$ cat src/rtl/shift_add_multiplier.sv
// Sequential 9x9 unsigned shift-and-add multiplier. The 9-bit adder lives
// beside this block; it is driven through o_add_* and its result returns on i_add_*.
module shift_add_multiplier #(
    parameter int WIDTH = 9
) (
    input  logic                 i_clk,
    input  logic                 i_rst,
    input  logic                 i_start,
    input  logic [WIDTH-1:0]     i_a,
    input  logic [WIDTH-1:0]     i_b,
    output logic                 o_busy,
    output logic                 o_done,
    output logic [2*WIDTH-1:0]   o_product,
    output logic [WIDTH-1:0]     o_add_a,
    output logic [WIDTH-1:0]     o_add_b,
    output logic                 o_add_cin,
    input  logic [WIDTH-1:0]     i_add_s,
    input  logic                 i_add_cout
);

    typedef enum logic [1:0] {
        S_IDLE = 2'd0,
        S_RUN  = 2'd1,
        S_DONE = 2'd2
    } state_t;

    localparam logic [3:0] LAST_ITER = 4'(WIDTH - 1);

    state_t               r_state;
    logic [WIDTH-1:0]     r_mcand;
    logic [WIDTH-1:0]     r_acc;
    logic [WIDTH-1:0]     r_q;
    logic [3:0]           r_cnt;
    logic                 r_busy;
    logic                 r_done;
    logic [2*WIDTH-1:0]   r_product;

    // Adder result (carry included) joined with the multiplier, shifted right by one.
    logic [2*WIDTH-1:0]   w_shift;
    assign w_shift = {i_add_cout, i_add_s, r_q[WIDTH-1:1]};

    // Adder drive: only RUN presents operands, every other state holds the adder at zero.
    always_comb begin
        o_add_a   = {WIDTH{1'b0}};
        o_add_b   = {WIDTH{1'b0}};
        o_add_cin = 1'b0;
        if (r_state == S_RUN) begin
            o_add_a = r_acc;
            o_add_b = r_q[0] ? r_mcand : {WIDTH{1'b0}};
        end else begin
            o_add_a = {WIDTH{1'b0}};
            o_add_b = {WIDTH{1'b0}};
        end
    end

    // Control FSM and datapath registers.
    always_ff @(posedge i_clk) begin
        if (i_rst) begin
            r_state   <= S_IDLE;
            r_mcand   <= {WIDTH{1'b0}};
            r_acc     <= {WIDTH{1'b0}};
            r_q       <= {WIDTH{1'b0}};
            r_cnt     <= 4'd0;
            r_busy    <= 1'b0;
            r_done    <= 1'b0;
            r_product <= {(2*WIDTH){1'b0}};
        end else begin
            case (r_state)
                S_IDLE: begin
                    r_done <= 1'b0;
                    if (i_start) begin
                        r_mcand <= i_a;
                        r_q     <= i_b;
                        r_acc   <= {WIDTH{1'b0}};
                        r_cnt   <= 4'd0;
                        r_busy  <= 1'b1;
                        r_state <= S_RUN;
                    end
                end
                S_RUN: begin
                    r_acc <= w_shift[2*WIDTH-1:WIDTH];
                    r_q   <= w_shift[WIDTH-1:0];
                    r_cnt <= r_cnt + 4'd1;
                    if (r_cnt == LAST_ITER) begin
                        r_product <= w_shift;
                        r_done    <= 1'b1;
                        r_state   <= S_DONE;
                    end
                end
                S_DONE: begin
                    r_done  <= 1'b0;
                    r_busy  <= 1'b0;
                    r_state <= S_IDLE;
                end
                default: begin
                    r_done  <= 1'b0;
                    r_busy  <= 1'b0;
                    r_state <= S_IDLE;
                end
            endcase
        end
    end

    assign o_busy    = r_busy;
    assign o_done    = r_done;
    assign o_product = r_product;

endmodule

$ cat config.mk
export PLATFORM = sky130hd
export DESIGN_NAME = shift_add_multiplier
export DESIGN_NICKNAME = d
export VERILOG_FILES = /design/src/rtl/shift_add_multiplier.sv
export SDC_FILE = /design/constraint.sdc
export NUM_CORES = 1
export LEC_CHECK = 0
export BUFFER_PORTS_ARGS = -buffer_cell sky130_fd_sc_hd__buf_2
export CORE_ASPECT_RATIO = 0.8
export CORE_UTILIZATION = 45
export DETAILED_ROUTE_END_ITERATION = 7
export HOLD_SLACK_MARGIN = 0.06
export PLACE_DENSITY = 0.75
export SKIP_CTS_REPAIR_TIMING = 1
export SLEW_MARGIN = 20
export SYNTH_ARGS = -nofsm -noshare
export SYNTH_HDL_FRONTEND = slang
export SYNTH_SLANG_ARGS = --single-unit
$ cat constraint.sdc
create_clock -name i_clk -period 1.3 [get_ports i_clk]
set_input_delay 0.065 -clock i_clk [delete_from_list [all_inputs] [get_ports i_clk]]
set_output_delay 0.065 -clock i_clk [all_outputs]
set_load 0.01 [all_outputs]
==> flow_summary.json <==
{
  "fillCellCount": 301,
  "switching_power_mw": 0.852,
  "synth_edf_count": 0,
  "crit_path_start_kind": "flip-flop",
  "rsz0062_at_grt": "yes",
  "ys_seq_elements": 53,
  "hold_class": "primary input to flip-flop",
  "cts_root_buffer": "clkbuf_8",
  "crit_chain": "inv_2, ha_4, nand3b_1, buf_6, clkbuf_16, or3_4, a21oi_2",
  "clock_skew_ns": 0.0139,
  "first_pass_iters": 4,
  "cts_inserted_buffers": 5,
  "cts.sinks": 53,
  "slowest_stage": "dfxtp_2",
  "vias": 2274,
  "ys.flop_type": "dfxtp_1",
  "max_freq_ghz": 0.670,
  "total_power_mw": 3.21,
  "finalMaxSlewViolations": 0,
  "critPathMaxFanout": 5,
  "drc": 0,
  "critPathMaxStageDelay_ns": 0.34,
  "finalWeightedCongestion": 0.756,
  "switching_share_pct": 26.6,
  "rows": 22,
  "drt.antenna.violating_nets": 0,
  "comb_power_share_pct": 17.2,
  "drive_above_1_share_pct": 44.4,
  "syn_area_sq_um": 2180,
  "multi_input_area_sq_um": 1150,
  "p_per_area_nw_per_um2": 919,
  "pre_cts_slack_ns": -0.0996,
  "synth_cells": 251,
  "yosysWarningCount": 0,
  "area_delta_synth_final_pct": 60.0,
  "nets": 392,
  "ir_drop_uv": 588,
  "cts_tree": "built",
  "drt-total-wl_um": 6720,
  "fin_ws_ns": -0.192,
  "postPlaceCellArea_sq_um": 2660,
  "internal_power_mw": 2.35,
  "vias_per_cell": 5.41,
  "violations": "setup timing",
  "ios": 70,
  "synth_nets": 284,
  "portBuffers": 68,
  "final_cell_mix": "buf_2 (57), dfxtp_1 (49), a21oi_1 (28)",
  "start_util_pct": 47.1,
  "gr-total-overflow": 0,
  "pwr-share-clk_pct": 28.3,
  "whs_ns": 0.0903,
  "clk_pin_slew_ns": 0.10,
  "yosysUniqueCellTypes": 31,
  "drt-wirelength-per-cell_um": 16.0,
  "dieArea_sq_um": 5130,
  "run_status": "complete, but fails checks",
  "ctsLongestPathBuffers": 2,
  "cp.arrival_ns": 1.74,
  "pwr-share-seq_pct": 54.4,
  "die_x_um": 79.8,
  "cts_max_level": 2,
  "antenna_found_initial": 0,
  "setup_viol": 52,
  "final_common_cell": "buf_2",
  "regArea_sq_um": 1070,
  "maxCapViolations": 0,
  "hold_violations": 0,
  "grt_max_degree": 42,
  "required_ns": 1.55,
  "avgSynthCellArea_sq_um": 8.68,
  "die_h_um": 64.3,
  "fin_crit_ns": 1.49,
  "end_kind": "flip-flop",
  "criticalPathCategory": "flip-flop to flip-flop",
  "grt.total_usage_pct": 20.1,
  "async_flop_share_pct": 0,
  "grt_pass1_wl_um": 8050,
  "post-dp-hpwl_um": 3400,
  "timing.final.crit_share_pct": 115,
  "clk_latency_ns": 0.31,
  "antenna_cells": 0,
  "finalInstanceArea_sq_um": 3490,
  "p_leak_nw": 1.53,
  "drt_iter0_markers": 111,
  "grt_pass1_vias": 1736,
  "coreArea_sq_um": 4620,
  "synth-seq-area-share_pct": 48.7
}
[final cells by class]
| cell class | count | area share [%] |
|---|---|---|
| inverter | 22 | 2.37 |
| multi-input combinational | 155 | 33.0 |
| clock inverter | 1 | 0.215 |
| sequential | 53 | 30.7 |
| tap | 60 | 2.15 |
| clock buffer | 7 | 2.19 |
| timing repair buffer | 122 | 29.4 |
[cells in the mapped netlist, types with 2 or more instances]
library cell,count,area share [%]
a21oi_1,39,9.0
a22o_1,9,3.6
and2_1,9,2.6
and3_1,9,2.6
buf_2,6,1.4
buf_4,2,0.69
clkbuf_1,12,2.1
dfxtp_1,53,49
ha_1,2,1.1
inv_1,22,3.8
nand2_1,19,3.3
nand3b_1,2,0.69
nor2_1,3,0.52
nor3_1,3,0.69
nor3b_1,2,0.69
o21ai_0,18,4.1
o221a_2,9,4.6
or3_1,19,5.5
[through the flow]
step | instances | utilization [%] | setup TNS (ns)
6_report | 420 | 75.4 | -5.54
5_1_grt | 420 | 75.4 | -8.79
4_1_cts | 382 | 59.3 | -5.23
3_5_place_dp | 374 | 57.5 | -1.58
3_3_place_gp | 374 | 57.5 | -0.0634
2_1_floorplan | 251 | - | 0
[state kept, by name, summed over array words and instances, names as in the netlist]
register and cells:
r_mcand 9, r_q 9, r_acc 9, r_state 2, o_done 1, o_product 18, r_cnt 4, o_busy 1
[power by group through the flow]
stage | clock network (mW) | logic, mW | registers [mW]
after global routing | 1.00 | 0.595 | 1.75
after CTS | 0.912 | 0.374 | 1.73
after detailed placement | 0 | 0.373 | 1.77
after floorplan | 0 | 0.220 | 1.76
final | 0.908 | 0.552 | 1.75
after global placement | 0 | 0.365 | 1.77
[critical path: cells and delay by family (launching register included)]
kind / cells / cell delay (ns)
compound gates: 1 / 0.14
fa+ha+maj: 1 / 0.12
buf+inv: 3 / 0.37
flops: 1 / 0.34
simple gates: 2 / 0.46
[kinds of logic (layout without fill, tap and decap cells)]
| kind of cell | after synthesis | after routing | share of synthesized area, % |
|---|---|---|---|
| DFF | 53 | 53 | 48.7 |
| muxes | 1 | 1 | 0.517 |
| buffers and inverters | 43 | 152 | 8.15 |
| and+or+nand+nor | 72 | 72 | 18.4 |
| adders and majority gates | 2 | 2 | 1.15 |
| other | 1 | 1 | 0.172 |
| xor gates and xnor gates | 1 | 1 | 0.402 |
| AOI/OAI and AO/OA | 78 | 78 | 22.5 |
[final timing paths]
check / from / end / slack, ns / depth (start not counted)
worst min register to register: r_mcand[6]$_SDFFE_PP0P_ / r_mcand[6]$_SDFFE_PP0P_ / 0.47 / 2
worst max-delay path: r_cnt[1]$_SDFFE_PP0P_ / o_product[0]$_SDFFE_PP0P_ / -0.19 / 7
worst min-delay path: i_b[8] / r_q[8]$_SDFFE_PP0P_ / 0.09 / 2
worst max register to register: r_cnt[1]$_SDFFE_PP0P_ / o_product[0]$_SDFFE_PP0P_ / -0.19 / 7
[per-layer routing]
layer,vias to the layer above,share of wire (%),track usage [%]
met5,-,0,0
met4,0,2.0,6.03
met3,12,6.3,4.71
met2,84,48,31.0
met1,1094,43,27.7
li1,1084,-,-
No activity file was read; power rests on OpenSTA's default activity.
